`src/rtl/uart_debug_controller_if.sv`:
```
// Bundle of the UART FIFO handshake and datapath debug-port signals seen by the
// debug command sequencer; master is the sequencer, slave is the surrounding system.
interface uart_debug_controller_if;
    logic       dataAvailable;
    logic [7:0] receivedData;
    logic       readFlag;
    logic       writeFlag;
    logic [7:0] dataToSend;
    logic       halted;
    logic       pipe_enable;
    logic       pipe_reset;
    logic [7:0] debug_addr;
    logic [7:0] debug_data;
    logic       running;

    modport master (
        input  dataAvailable, receivedData, halted, debug_data,
        output readFlag, writeFlag, dataToSend, pipe_enable, pipe_reset, debug_addr, running
    );

    modport slave (
        output dataAvailable, receivedData, halted, debug_data,
        input  readFlag, writeFlag, dataToSend, pipe_enable, pipe_reset, debug_addr, running
    );
endinterface

```
`src/rtl/uart_debug_controller.sv`:
```
// Single-byte command sequencer for the pipeline debug unit: run/step/pause/reset the
// datapath and stream a 0xA5-headed dump of DUMP_BYTES debug registers into the UART TX FIFO.
module uart_debug_controller #(
    parameter int DUMP_BYTES = 64
) (
    input  logic                            clock,
    input  logic                            reset,
    uart_debug_controller_if.master         bus
);
    typedef enum logic [1:0] {
        S_IDLE = 2'd0,
        S_RUN  = 2'd1,
        S_STEP = 2'd2,
        S_DUMP = 2'd3
    } state_t;

    localparam logic [7:0] CMD_CONT  = 8'h63;
    localparam logic [7:0] CMD_STEP  = 8'h73;
    localparam logic [7:0] CMD_DUMP  = 8'h64;
    localparam logic [7:0] CMD_RESET = 8'h72;
    localparam logic [7:0] CMD_PAUSE = 8'h70;
    localparam logic [7:0] RSP_ACK   = 8'h21;
    localparam logic [7:0] RSP_NAK   = 8'h3F;
    localparam logic [7:0] FRAME_HDR = 8'hA5;
    localparam logic [7:0] LAST_IDX  = 8'(DUMP_BYTES);

    state_t     r_state;
    logic [7:0] r_cnt;
    logic       r_ack;
    logic [7:0] r_ack_data;
    logic       r_pipe_reset;

    state_t     w_state_nxt;
    logic [7:0] w_cnt_nxt;
    logic       w_ack_nxt;
    logic [7:0] w_ack_data_nxt;
    logic       w_pipe_reset_nxt;
    logic       w_read;
    logic       w_dumping;

    // State, frame counter and one-cycle response registers
    always_ff @(posedge clock) begin
        if (reset) begin
            r_state      <= S_IDLE;
            r_cnt        <= 8'h00;
            r_ack        <= 1'b0;
            r_ack_data   <= 8'h00;
            r_pipe_reset <= 1'b0;
        end else begin
            r_state      <= w_state_nxt;
            r_cnt        <= w_cnt_nxt;
            r_ack        <= w_ack_nxt;
            r_ack_data   <= w_ack_data_nxt;
            r_pipe_reset <= w_pipe_reset_nxt;
        end
    end

    // Command decode and next-state selection
    always_comb begin
        w_state_nxt      = r_state;
        w_cnt_nxt        = 8'h00;
        w_ack_nxt        = 1'b0;
        w_ack_data_nxt   = 8'h00;
        w_pipe_reset_nxt = 1'b0;
        w_read           = 1'b0;
        case (r_state)
            S_IDLE: begin
                if (bus.dataAvailable) begin
                    w_read = 1'b1;
                    case (bus.receivedData)
                        CMD_CONT:  w_state_nxt = bus.halted ? S_DUMP : S_RUN;
                        CMD_STEP:  w_state_nxt = S_STEP;
                        CMD_DUMP:  w_state_nxt = S_DUMP;
                        CMD_RESET: begin
                            w_pipe_reset_nxt = 1'b1;
                            w_ack_nxt        = 1'b1;
                            w_ack_data_nxt   = RSP_ACK;
                        end
                        default: begin
                            w_ack_nxt      = 1'b1;
                            w_ack_data_nxt = RSP_NAK;
                        end
                    endcase
                end else begin
                    w_state_nxt = S_IDLE;
                end
            end
            S_RUN: begin
                // Bytes are always consumed while running; a halt overrides whatever was popped
                w_read = bus.dataAvailable;
                if (bus.halted) begin
                    w_state_nxt = S_DUMP;
                end else if (bus.dataAvailable) begin
                    case (bus.receivedData)
                        CMD_PAUSE: w_state_nxt = S_IDLE;
                        CMD_RESET: begin
                            w_state_nxt      = S_IDLE;
                            w_pipe_reset_nxt = 1'b1;
                            w_ack_nxt        = 1'b1;
                            w_ack_data_nxt   = RSP_ACK;
                        end
                        default:   w_state_nxt = S_RUN;
                    endcase
                end else begin
                    w_state_nxt = S_RUN;
                end
            end
            S_STEP: begin
                w_state_nxt = S_DUMP;
            end
            S_DUMP: begin
                if (r_cnt == LAST_IDX) begin
                    w_state_nxt = S_IDLE;
                end else begin
                    w_cnt_nxt = r_cnt + 8'h01;
                end
            end
            default: begin
                w_state_nxt = S_IDLE;
            end
        endcase
    end

    // Data bytes pass straight through: debug_data already lags debug_addr by one cycle
    assign w_dumping       = ~reset & (r_state == S_DUMP);
    assign bus.readFlag    = ~reset & w_read;
    assign bus.pipe_enable = ~reset & ~bus.halted & ((r_state == S_RUN) | (r_state == S_STEP));
    assign bus.writeFlag   = w_dumping | (~reset & r_ack);
    assign bus.dataToSend  = reset     ? 8'h00 :
                             w_dumping ? ((r_cnt == 8'h00) ? FRAME_HDR : bus.debug_data) :
                                         r_ack_data;
    assign bus.debug_addr  = w_dumping ? r_cnt : 8'h00;
    assign bus.pipe_reset  = ~reset & r_pipe_reset;
    assign bus.running     = ~reset & (r_state == S_RUN);
endmodule
```
`src/flat_wrapper.sv`:
```
// flat-port wrapper written by rule: the top's interface ports become plain ports
module uart_debug_controller_flat 
#(
    parameter int DUMP_BYTES = 64
)
  (clock, reset, bus_dataAvailable, bus_receivedData, bus_halted, bus_debug_data, bus_readFlag, bus_writeFlag, bus_dataToSend, bus_pipe_enable, bus_pipe_reset, bus_debug_addr, bus_running);
  uart_debug_controller_if bus_i ();
  input  logic clock;
  input  logic reset;
  input wire logic [$bits(bus_i.dataAvailable)-1:0] bus_dataAvailable;
  input wire logic [$bits(bus_i.receivedData)-1:0] bus_receivedData;
  input wire logic [$bits(bus_i.halted)-1:0] bus_halted;
  input wire logic [$bits(bus_i.debug_data)-1:0] bus_debug_data;
  output wire logic [$bits(bus_i.readFlag)-1:0] bus_readFlag;
  output wire logic [$bits(bus_i.writeFlag)-1:0] bus_writeFlag;
  output wire logic [$bits(bus_i.dataToSend)-1:0] bus_dataToSend;
  output wire logic [$bits(bus_i.pipe_enable)-1:0] bus_pipe_enable;
  output wire logic [$bits(bus_i.pipe_reset)-1:0] bus_pipe_reset;
  output wire logic [$bits(bus_i.debug_addr)-1:0] bus_debug_addr;
  output wire logic [$bits(bus_i.running)-1:0] bus_running;
  assign bus_i.dataAvailable = bus_dataAvailable;
  assign bus_i.receivedData = bus_receivedData;
  assign bus_i.halted = bus_halted;
  assign bus_i.debug_data = bus_debug_data;
  assign bus_readFlag = bus_i.readFlag;
  assign bus_writeFlag = bus_i.writeFlag;
  assign bus_dataToSend = bus_i.dataToSend;
  assign bus_pipe_enable = bus_i.pipe_enable;
  assign bus_pipe_reset = bus_i.pipe_reset;
  assign bus_debug_addr = bus_i.debug_addr;
  assign bus_running = bus_i.running;
  uart_debug_controller #(.DUMP_BYTES(DUMP_BYTES)) u_core (.clock(clock), .reset(reset), .bus(bus_i));
endmodule
```
`config.mk`:
```
export PLATFORM = sky130hd
export DESIGN_NAME = uart_debug_controller_flat
export DESIGN_NICKNAME = d
export VERILOG_FILES = /design/src/rtl/uart_debug_controller_if.sv /design/src/rtl/uart_debug_controller.sv /design/src/flat_wrapper.sv
export SDC_FILE = /design/constraint.sdc
export NUM_CORES = 1
export LEC_CHECK = 0
export CAP_MARGIN = 20
export CORE_MARGIN = 2
export CORE_UTILIZATION = 45
export DETAILED_ROUTE_END_ITERATION = 8
export PLACE_DENSITY = 0.85
export SYNTH_ARGS = -nofsm -noshare
export SYNTH_HDL_FRONTEND = slang
export SYNTH_SLANG_ARGS = --single-unit
```
`constraint.sdc`:
```
create_clock -name clock -period 3.89 [get_ports clock]
set_clock_uncertainty 0.05 [all_clocks]
set_input_delay 0.778 -clock clock [delete_from_list [all_inputs] [get_ports clock]]
set_output_delay 0.778 -clock clock [all_outputs]
set_load 0.01 [all_outputs]
```
==> Word level (Yosys, flattened, before mapping) <==
Index checks and enable logic that the tools add are counted.
{ "word_totals": {"register_bits": 20, "latch_bits": 0, "ram_bits": 0, "romBits": 0, "elab_cells": 62, "n_memories": 0} }
{ "classes": {"addsub": 1, "mul": 0, "div": 0, "order_cmp": 0, "n_eq_ne": 11, "shift": 0, "mux": 27, "bitwise_logic": 12, "reduce_logical": 6} }
{ "ops": {"columns": ["op", "count"], "rows": [
  ["$mux 8", 7],
  ["$eq 8x7->1 const B", 6],
  ["$pmux 8 s2", 1],
  ["$pmux 6 s2", 1],
  ["$add 8x1->8 const B", 1],
  ["$logic_not 8->1", 1],
  ["$mux 1", 8],
  ["$mux 2", 4],
  ["$pmux 2 s4", 1],
  ["$and 1x1->1", 7],
  ["$mux 6", 1],
  ["$pmux 1 s2", 3],
  ["$pmux 2 s3", 1],
  ["$reduce_or 3->1", 2],
  ["$ne 5x5->1 const B", 1],
  ["$eq 2x2->1 const B", 2],
  ["$not 1->1", 3],
  ["$eq 2x1->1 const B", 1],
  ["$logic_not 2->1", 1],
  ["$ne 2x1->1 const B", 1],
  ["$or 1x1->1", 2],
  ["$reduce_and 2->1", 1],
  ["$reduce_or 2->1", 1]
]} }

==> Longest topological paths before layout <==
{ "logic_depth": {"word_depth": 6, "ltp_mapped": 6, "depth_no_buf": 6} }

==> Worst setup path after synthesis <==
No wires, ideal clock.
{ "synth_timing": {"kind": "input port to output port", "start": "input reset", "end": "output bus_dataToSend[2]", "arrival_ns": 1.460, "required_time_ns": 3.062, "setup_slack_ns": 1.602, "cell_stages": 3, "n_path_buf": 2, "path_cell_list": "clkbuf_8 clkbuf_1 a311oi_1"} }
{ "synth_via": {"elab_chain_len": 4} }
{ "synth_lines": {"columns": ["item", "line", "source"], "rows": [
  ["from (decl)", "flat_wrapper.sv:9", "input logic reset;"],
  ["$not 1->1", "uart_debug_controller.sv:125", "assign w_dumping = ~reset & (r_state == S_DUMP);"],
  ["$and 1x1->1", "uart_debug_controller.sv:125", null],
  ["$mux 8", "uart_debug_controller.sv:130", "w_dumping ? ((r_cnt == 8'h00) ? FRAME_HDR : bus.debug_data) :"],
  ["$mux 8 (*)", "uart_debug_controller.sv:129", "assign bus.dataToSend = reset ? 8'h00 :"],
  ["to (decl)", "flat_wrapper.sv:16", "output wire logic [$bits(bus_i.dataToSend)-1:0] bus_dataToSend;"]
]} }
Every way passes the cells marked *; elsewhere a longest branch is shown, timed or not.

==> Final worst setup path <==
{ "layout_timing": {"start": "input reset", "end": "output bus_debug_addr[3]"} }
{ "layout_via": {"elab_chain_len": 3} }
{ "layout_lines": {"columns": ["item", "line", "source"], "rows": [
  ["$not 1->1", "uart_debug_controller.sv:125", null],
  ["$and 1x1->1", "uart_debug_controller.sv:125", null],
  ["$mux 8", "uart_debug_controller.sv:132", "assign bus.debug_addr = w_dumping ? r_cnt : 8'h00;"],
  ["to (decl)", "flat_wrapper.sv:19", "output wire logic [$bits(bus_i.debug_addr)-1:0] bus_debug_addr;"]
]} }
Every way passes these cells.

==> metrics.txt <==
area growth from synthesis to layout 45.0%; Post-synth EDFFs 0; vias per inst 5.33; final instance area 0.00144 mm^2; R2R setup slack 2.06 ns; CTS tree done; Hold Startpoint u_core.r_cnt[0]; slowest cell delay on critical path 0.54 ns; number of buffers added on ports 40; Comb pwr share 23.4%; Final Max Slew Viols 0; switch share 25.4%; Post CTS Setup Buffer Count 0; final hold vios 0; Avg WL per Cell 11.8 um; synthesized area per cell 8.36 um^2; first-pass GRT wire length 3.68 mm; 1st-pass router iterations 4; Flop pwr share 44.9%; post-synth design cell area 995 um^2; post-synth top area cell dfxtp_1; clock root cell clkbuf_4; Antenna Diode Count 0; clk slew on worst S/H paths 0.08 ns; grt ovf 0; H-tree depth 1; number of global-route vias before repair 887; Place WS 0.673 ns; Worst EP arrival 2.39 ns; required time of the critical path 3.06 ns; core area 0.00215 mm^2; P_int 0.000249 W; Worst Path Buf+Inv 2; R2R cell count 4; Critical Path End Type output port; CP Launch Type input port; clock buffer depth 2; DRC 0; Yosys cell types 39; top_reg_cell synth dfxtp_1; outcome completed; # setup viols final 0; post-synthesis sequential area ratio 28.2%; Static Leakage 0.551 nW; DRT antenna net count 0; slew at the pin closest to its max-slew limit 0.478 ns; Post-Synthesis Cells 119; final period utilization 82.7%; IO Pins 41; crit-path most repeated cell clkdlybuf4s50_1; Async SR Flop Fraction 0%; pwr/cell area 231 mW/mm^2; Worst path top cell family by delay buffers and inverters; CTS Buf Count 3; synth warn 0; Worst Hold Depth 1; gp weighted congestion 0.900; CP Cell Sequence clkdlybuf4s50_1 > nor2b_1 > and2_2 > clkdlybuf4s50_1; die area 0.00260 mm^2; Syn Nets 145; Tmin final 3.22 ns; CP Max Fanout 9; Power Total 0.000334 W; top-count cell post-synth nor2_1; Clk network pwr share 31.7%; Post-CTS Hold Fix Bufs 0; Fill cells 179; largest net degree at the start of global routing 19; starting density of the core 46.3%; Sum Neg Setup Slack 0 ns; worst skew pair latency 0.28 ns; worst hold slack 0.455 ns; Detail Placement HPWL 1.78 mm; initial antenna violation count 0; Reg2Reg Launch Point u_core.r_state[1]; worst vdd ir 0.171 mV; final wirelength 2.22 mm; Die Span Y 51.0 um; Final Worst Setup Slack 0.674 ns; Hold Path Class reg -> reg; Worst path slowest cell clkdlybuf4s50_1; Area after DPL 0.00141 mm^2; post-synthesis register bit count 14; RSZ-0062 raised after global routing false; CTS resizes 0; Starting DRT DRC Count 14; Post-synth top cells 16 x nor2_1, 14 x dfxtp_1, 10 x nand3_1; ratio of cells with drive above 1 in the final layout 9.32%; Synth top area share 28.2%; critical path class in -> out; WHS Endpoint u_core.r_cnt[0]; synth top area cells dfxtp_1 28%, ha_1 7.5%, nor2_1 6.0%; Global Route Usage Sum 18.2%; vias 1008; Final Net Count 188; fmax 311 MHz; Net Switching 0.0000847 W; Sink Count 14; Slew HR 68.1%; die extent in x 51.0 um; num rows 17; max_cap viols 0; r2r endpoint u_core.r_cnt[3]
## power by group through the flow
stage	Combinational, W	Clock, W	Sequential [W]
final	0.0000780	0.000106	0.000150
after global routing	0.0000849	0.000119	0.000150
after CTS	0.0000782	0.000110	0.000150
after detailed placement	0.0000779	0	0.000153
after global placement	0.0000764	0	0.000153
after floorplan	0.0000394	0	0.000153
## placed cells by master (no fill, tap or decap), types with 2 or more instances in the layout
master           instances
and3_2                   2
nand3b_1                 2
ha_1                     6
clkbuf_4                 3
inv_1                    8
a21oi_1                  9
xor2_1                   5
o21a_1                   3
dfxtp_1                 14
and2_1                   6
nand2b_1                 3
nand2_1                  3
nor2_1                  16
and3_1                   2
clkdlybuf4s50_1         40
nand3_1                 10
nor3b_1                  2
nor2b_1                  4
## sequential cells by signal, summed over array words and instances, names as in the netlist
signal               flops
u_core.r_ack             1
u_core.r_cnt             8
u_core.r_pipe_reset      1
u_core.r_ack_data        2
u_core.r_state           2
## metrics by stage
| step | instances | util [%] |
|---|---|---|
| floorplan | 119 | - |
| global placement | 185 | 65.5 |
| detailed placement | 185 | 65.5 |
| CTS | 189 | 67.2 |
| global route | 189 | 67.2 |
| finish | 189 | 67.2 |
## cells by family after synthesis
family / Yosys count / synth area share [%]
xor gates and xnor gates: 6 / 5.28
and+or+nand+nor: 61 / 37.9
adders and majority gates: 6 / 7.55
buffers and inverters: 11 / 6.16
DFF: 14 / 28.2
AOI/OAI and AO/OA: 20 / 14.0
muxes: 1 / 1.01
## how the worst max path moves through the flow
stage                       from                end  slack (ns)  cells after the start
3_3_place_gp               reset  bus_debug_addr[3]        0.69                      4
6_report                   reset  bus_debug_addr[3]        0.67                      4
5_1_grt        u_core.r_state[1]  bus_debug_addr[3]        0.53                      4
2_1_floorplan              reset  bus_dataToSend[2]        1.60                      3
4_1_cts                    reset  bus_debug_addr[3]        0.67                      4
3_5_place_dp               reset  bus_debug_addr[3]        0.67                      4
## metal layers
layer / vias to the layer above / wire (um) / track usage (%)
li1: 501 / - / -
met1: 480 / 1020 / 22.1
met2: 22 / 1090 / 32.3
met3: 5 / 76 / 1.75
met4: 0 / 44 / 8.11
met5: - / 0 / 0
## cell type report
class / instances / area, um^2 / area share, %
Tap cell: 28 / 35.0 / 2.43
Multi-Input combinational cell: 94 / 653 / 45.3
Timing Repair Buffer: 41 / 408 / 28.3
Sequential cell: 14 / 280 / 19.4
Clock buffer: 4 / 36.3 / 2.52
Inverter: 8 / 30.0 / 2.08
Power figures use the tool's default switching activity.
